### config.mk
export PLATFORM = sky130hd
export DESIGN_NAME = signal_debounce_filter
export DESIGN_NICKNAME = d
export VERILOG_FILES = /design/src/rtl/signal_debounce_filter.sv
export SDC_FILE = /design/constraint.sdc
export NUM_CORES = 1
export LEC_CHECK = 0
export CAP_MARGIN = 15
export CORE_MARGIN = 2
export CORE_UTILIZATION = 53
export DETAILED_ROUTE_END_ITERATION = 10
export PLACE_DENSITY_LB_ADDON = 0.3
export SYNTH_ARGS = -nofsm -noshare
export SYNTH_HDL_FRONTEND = slang
export SYNTH_SLANG_ARGS = --single-unit
export TNS_END_PERCENT = 50
### constraint.sdc
create_clock -name clock -period 3.8 [get_ports clock]
set_input_delay 1.14 -clock clock [delete_from_list [all_inputs] [get_ports clock]]
set_output_delay 1.14 -clock clock [all_outputs]
set_load 0.05 [all_outputs]
### src/rtl/signal_debounce_filter.sv
// signal_debounce_filter
//   Input conditioning stage that sits upstream of the hold-high pulse
//   extender. It brings an asynchronous level into the clock domain through a
//   flop chain, then accepts a new level only after it has been seen for N
//   consecutive synchronised samples. Shorter glitches are rejected.
//
// Parameters:
//   COUNT_BW    - width of cfg_stable_count and of the qualification counter
//   SYNC_STAGES - synchroniser depth on signal_in (2..4)
//
// Ports:
//   clock            in   single clock, rising edge
//   reset            in   synchronous, active-high reset
//   signal_in        in   asynchronous raw level
//   cfg_stable_count in   consecutive samples needed (0 behaves as 1)
//   signal_out       out  debounced level, registered
//   rise_pulse       out  one-cycle strobe with signal_out 0->1
//   fall_pulse       out  one-cycle strobe with signal_out 1->0
//   glitch_count     out  [SIGNAL_DEBOUNCE_GLITCH_COUNT_EN] saturating count
//                         of aborted qualifications
//   glitch_count_clr in   [SIGNAL_DEBOUNCE_GLITCH_COUNT_EN] synchronous clear,
//                         wins over a same-cycle increment
//
// Optional feature macro: SIGNAL_DEBOUNCE_GLITCH_COUNT_EN
module signal_debounce_filter #(
  parameter int COUNT_BW    = 10,
  parameter int SYNC_STAGES = 2
) (
  input  logic                clock,
  input  logic                reset,
  input  logic                signal_in,
  input  logic [COUNT_BW-1:0] cfg_stable_count,
`ifdef SIGNAL_DEBOUNCE_GLITCH_COUNT_EN
  input  logic                glitch_count_clr,
  output logic [7:0]          glitch_count,
`endif
  output logic                signal_out,
  output logic                rise_pulse,
  output logic                fall_pulse
);

  localparam logic [1:0] STABLE_LOW  = 2'd0;
  localparam logic [1:0] QUAL_HIGH   = 2'd1;
  localparam logic [1:0] STABLE_HIGH = 2'd2;
  localparam logic [1:0] QUAL_LOW    = 2'd3;

  logic [SYNC_STAGES-1:0] sync_reg;
  logic                   s;
  logic [1:0]             state_reg, state_next;
  logic [COUNT_BW-1:0]    count_reg, count_next;
  logic                   out_reg, out_next;
  logic                   rise_reg, rise_next;
  logic                   fall_reg, fall_next;
  logic                   glitch_inc;
  logic [COUNT_BW:0]      count_inc;
  logic [COUNT_BW:0]      n_eff;

  // Plain shift chain, no logic between stages.
  always_ff @(posedge clock) begin
    if (reset) begin
      sync_reg <= '0;
    end else begin
      sync_reg <= {sync_reg[SYNC_STAGES-2:0], signal_in};
    end
  end

  assign s = sync_reg[SYNC_STAGES-1];

  // Threshold re-evaluated every cycle; one extra bit keeps count+1 from
  // wrapping and lets a lowered threshold be caught by the >= compare.
  assign n_eff     = (cfg_stable_count == '0) ? {{COUNT_BW{1'b0}}, 1'b1}
                                              : {1'b0, cfg_stable_count};
  assign count_inc = {1'b0, count_reg} + {{COUNT_BW{1'b0}}, 1'b1};

  always_comb begin
    state_next = state_reg;
    count_next = count_reg;
    out_next   = out_reg;
    rise_next  = 1'b0;
    fall_next  = 1'b0;
    glitch_inc = 1'b0;
    case (state_reg)
      STABLE_LOW: begin
        out_next = 1'b0;
        if (s) begin
          if (n_eff == {{COUNT_BW{1'b0}}, 1'b1}) begin
            state_next = STABLE_HIGH;
            out_next   = 1'b1;
            rise_next  = 1'b1;
            count_next = '0;
          end else begin
            state_next = QUAL_HIGH;
            count_next = {{(COUNT_BW-1){1'b0}}, 1'b1};
          end
        end
      end
      QUAL_HIGH: begin
        if (!s) begin
          state_next = STABLE_LOW;
          count_next = '0;
          glitch_inc = 1'b1;
        end else if (count_inc >= n_eff) begin
          state_next = STABLE_HIGH;
          out_next   = 1'b1;
          rise_next  = 1'b1;
          count_next = '0;
        end else begin
          count_next = count_inc[COUNT_BW-1:0];
        end
      end
      STABLE_HIGH: begin
        out_next = 1'b1;
        if (!s) begin
          if (n_eff == {{COUNT_BW{1'b0}}, 1'b1}) begin
            state_next = STABLE_LOW;
            out_next   = 1'b0;
            fall_next  = 1'b1;
            count_next = '0;
          end else begin
            state_next = QUAL_LOW;
            count_next = {{(COUNT_BW-1){1'b0}}, 1'b1};
          end
        end
      end
      QUAL_LOW: begin
        if (s) begin
          state_next = STABLE_HIGH;
          count_next = '0;
          glitch_inc = 1'b1;
        end else if (count_inc >= n_eff) begin
          state_next = STABLE_LOW;
          out_next   = 1'b0;
          fall_next  = 1'b1;
          count_next = '0;
        end else begin
          count_next = count_inc[COUNT_BW-1:0];
        end
      end
      default: begin
        // Unreachable with a 2-bit encoding; kept as a safe recovery path.
        state_next = STABLE_LOW;
        count_next = '0;
        out_next   = 1'b0;
      end
    endcase
  end

  always_ff @(posedge clock) begin
    if (reset) begin
      state_reg <= STABLE_LOW;
      count_reg <= '0;
      out_reg   <= 1'b0;
      rise_reg  <= 1'b0;
      fall_reg  <= 1'b0;
    end else begin
      state_reg <= state_next;
      count_reg <= count_next;
      out_reg   <= out_next;
      rise_reg  <= rise_next;
      fall_reg  <= fall_next;
    end
  end

  assign signal_out = out_reg;
  assign rise_pulse = rise_reg;
  assign fall_pulse = fall_reg;

`ifdef SIGNAL_DEBOUNCE_GLITCH_COUNT_EN
  logic [7:0] glitch_reg;

  always_ff @(posedge clock) begin
    if (reset) begin
      glitch_reg <= 8'h00;
    end else if (glitch_count_clr) begin
      glitch_reg <= 8'h00;
    end else if (glitch_inc && (glitch_reg != 8'hFF)) begin
      glitch_reg <= glitch_reg + 8'h01;
    end
  end

  assign glitch_count = glitch_reg;
`else
  // Abort detection only feeds the optional counter.
  logic unused_glitch;
  assign unused_glitch = glitch_inc;
`endif

endmodule

==> impl_metrics.py, run 1 <==
metrics = {
    "yosys": {
        "syn-cell-area_um2": 1170,
        "yosys.area_share.simple": 0.268,
        "syn_area_per_cell_um2": 8.17,
        "synth_compound_area_frac": 0.239,
        "synth_flop_cell": "dfxtp_1",
        "ys_async_sr_fraction": 0,
        "ys_warn_count": 0,
        "synth-edff-count": 0,
        "synthAdderAreaFrac": 0.118,
        "syn-num-nets": 167,
        "syn_inst": 143,
        "synth_xor_area_frac": 0.0225,
        "ys_ff_latch": 17,
        "yosys.cell_types.count": 40,
        "muxShareOfSynthArea": 0,
        "synth_top_family_by_area": "simple AND/OR/NAND/NOR gates",
        "yosysSeqAreaShare": 0.291,
    },
    "place": {
        "gp_congestion": 0.830,
        "port_buffers": 15,
        "dp_hpwl_um": 1800,
    },
    "sta": {
        "fin_skew_ns": 0.00209,
        "min_period_ns": 3.41,
        "slew-limit-headroom": 0.382,
        "report.final.slew_viol_count": 0,
        "setup_tns_ns": 0,
        "worst_slew_pin_slew_ns": 0.923,
        "whs_ns": 0.446,
        "rsz0062_at_grt": "false",
        "finalSetupViolCount": 0,
        "timing.fmax_ghz": 0.293,
        "finalCritPeriodShare": 0.899,
        "hold_violations": 0,
    },
    "clock_network": {
        "path_clk_slew_ns": 0.10,
        "htreeDepth": 1,
        "cts_tree": "yes",
        "cts_root_buf": "clkbuf_4",
        "cts_buffers": 3,
        "clkLatencyLatePin_ns": 0.29,
        "cts_hold_buffers": 0,
        "cts.sinks": 17,
        "cts_resized": 0,
        "clockBufferDepth": 2,
        "post_cts_buffers": 0,
    },
    "cells_and_area": {
        "drive_above_1_share": 0.195,
        "mostFrequentLayoutCell": "dfxtp_1",
        "nNetsFinal": 184,
        "antenna_cells": 0,
        "layout_common_cells": "dfxtp_1 (17), nor2_1 (16), clkdlybuf4s50_1 (15)",
        "largest_reg_flops": 10,
        "syn_to_final_growth_pct": 16.7,
    },
    "status": {
        "outcome": "completed",
    },
    "grt": {
        "first_global_vias": 988,
        "grt_pass1_wl_um": 4110,
        "grt.overflow.total": 0,
        "grt_antenna_before_repair": 0,
        "grt_use_total": 0.207,
        "grt_max_degree": 19,
    },
    "setup_path": {
        "crit_buf_inv": 2,
        "r2r-start": "count_reg[0]$_SDFFE_PP0P_",
        "slowest_delay_ns": 0.49,
        "r2r-end": "count_reg[8]$_SDFFE_PP0P_",
        "critPathArrivalTime_ns": 3.64,
        "path_cells": "clkdlybuf4s50_1 > nor3_1 > and4_1 > or2_2 > ha_1 > nand2b_1 > a31oi_1 > o21bai_1 > a211oi_2 > buf_4 > a22oi_1 > nor2_1",
        "cp_top_family": "simple AND/OR/NAND/NOR gates",
        "cp_max_fo": 12,
        "critPathCaptureType": "flip-flop",
        "r2r_slack_ns": 0.66,
        "reg2reg_depth": 13,
        "crit_type": "primary input to flip-flop",
        "required_ns": 4.03,
        "startpoint_type": "primary input",
        "slowest_stage": "clkdlybuf4s50_1",
        "crit_cells": 12,
    },
    "drt": {
        "num_vias": 1024,
        "ant_nets": 0,
        "route.detailed.drc": 0,
        "dr.pass1.iters": 4,
        "drt_iter0_markers": 18,
        "wl_per_cell_um": 12.6,
        "routed_wl_um": 2350,
        "vias_per_cell": 5.51,
    },
    "worst_hold_path": {
        "hold_path_end": "sync_reg[1]$_SDFF_PP0_",
        "holdPathStages": 1,
        "min-delay-path-class": "flip-flop to flip-flop",
        "holdCritStartpoint": "sync_reg[0]$_SDFF_PP0_",
    },
    "floorplan": {
        "die_h_um": 51.0,
        "die_width_um": 51.0,
        "num_io_pins": 16,
        "initial_core_util": 0.578,
        "row_count": 16,
        "die_area_um2": 2600,
        "core_area_um2": 2020,
    },
    "power_and_ir_drop": {
        "power_leakage_uw": 0.000583,
        "power_uw": 335,
        "vdd_ir_drop_max_mv": 0.226,
        "cellPowerDensity_nw_per_um2": 246,
    },
    "job": {
        "max-cap-violations": 0,
    },
}
[power breakdown]
part	internal, µW	total [µW]	switching, µW	leakage [µW]
logic	22.8	48.4	25.7	0.000428
registers	181	186	4.59	0.000138
clock network	39.2	101	61.5	0.0000177
total	243	335	91.8	0.000583
[cell families after synthesis]
family,after synthesis
XOR/XNOR,3
AO/OA/AOI/OAI,36
flip-flops,17
AND/OR/NAND/NOR,60
adder cells (fa/ha/maj),11
buffers and inverters,16
[synthesized netlist by cell type, drive strengths merged, types with 2 or more instances]
cell | instances | area (µm²)
or2 | 7 | 46.3
and2 | 3 | 21.3
o21ai | 10 | 72.6
nor2 | 16 | 60.1
and3 | 2 | 12.5
and2b | 2 | 17.5
a21oi | 11 | 58.8
nand3 | 5 | 30.0
inv | 11 | 41.3
a211oi | 3 | 27.5
nand2 | 12 | 45.0
xnor2 | 2 | 17.5
buf | 3 | 23.8
a2111oi | 2 | 30.0
dfxtp | 17 | 340
nor3 | 3 | 15.0
nand2b | 3 | 18.8
clkbuf | 2 | 7.51
ha | 11 | 138
a21o | 2 | 15.0
a22oi | 4 | 45.1
nor2b | 4 | 25.0
[metrics by stage]
| step | std cells | setup WS [ns] | cell area, µm² | utilization |
|---|---|---|---|---|
| after CTS | 186 | 0.403 | 1360 | 0.675 |
| after floorplan | 143 | 0.743 | 1170 | - |
| after global placement | 182 | 0.181 | 1340 | 0.661 |
| after global routing | 186 | 0.237 | 1360 | 0.675 |
| final | 186 | 0.385 | 1360 | 0.675 |
| after detailed placement | 182 | 0.103 | 1340 | 0.661 |
[how the worst max path moves through the flow]
stage                   startpoint                        end  slack (ns)
2_1_floorplan  cfg_stable_count[8]  count_reg[2]$_SDFFE_PP0P_        0.74
3_3_place_gp   cfg_stable_count[6]  count_reg[8]$_SDFFE_PP0P_        0.18
3_5_place_dp   cfg_stable_count[6]  count_reg[8]$_SDFFE_PP0P_        0.10
4_1_cts        cfg_stable_count[6]  count_reg[7]$_SDFFE_PP0P_        0.40
5_1_grt        cfg_stable_count[6]  count_reg[7]$_SDFFE_PP0P_        0.24
6_report       cfg_stable_count[6]  count_reg[8]$_SDFFE_PP0P_        0.39
[cell type report]
| type | instances | area [µm²] |
|---|---|---|
| Fill cell | 161 | 658 |
| Multi-Input combinational cell | 110 | 756 |
| Inverter | 11 | 41.3 |
| Sequential cell | 17 | 340 |
| Tap cell | 27 | 33.8 |
| Clock inverter | 1 | 5.00 |
| Clock buffer | 3 | 22.5 |
| Timing Repair Buffer | 17 | 165 |
[per-layer routing]
layer	global-route usage	wire length, µm	vias up	share of wire
met5	0	0	-	0
li1	-	-	528	-
met4	0.0856	31	0	0.013
met3	0.0351	89	4	0.038
met1	0.268	1170	468	0.50
met2	0.338	1060	24	0.45
No activity file was read; power rests on OpenSTA's default activity.
==> run 2, diff against run 1 <==
Settings changed: SETUP_SLACK_MARGIN set to 0.02.
==> results of run 2 <==
The final DEF is identical to that of run 1; final timing and power are the same.
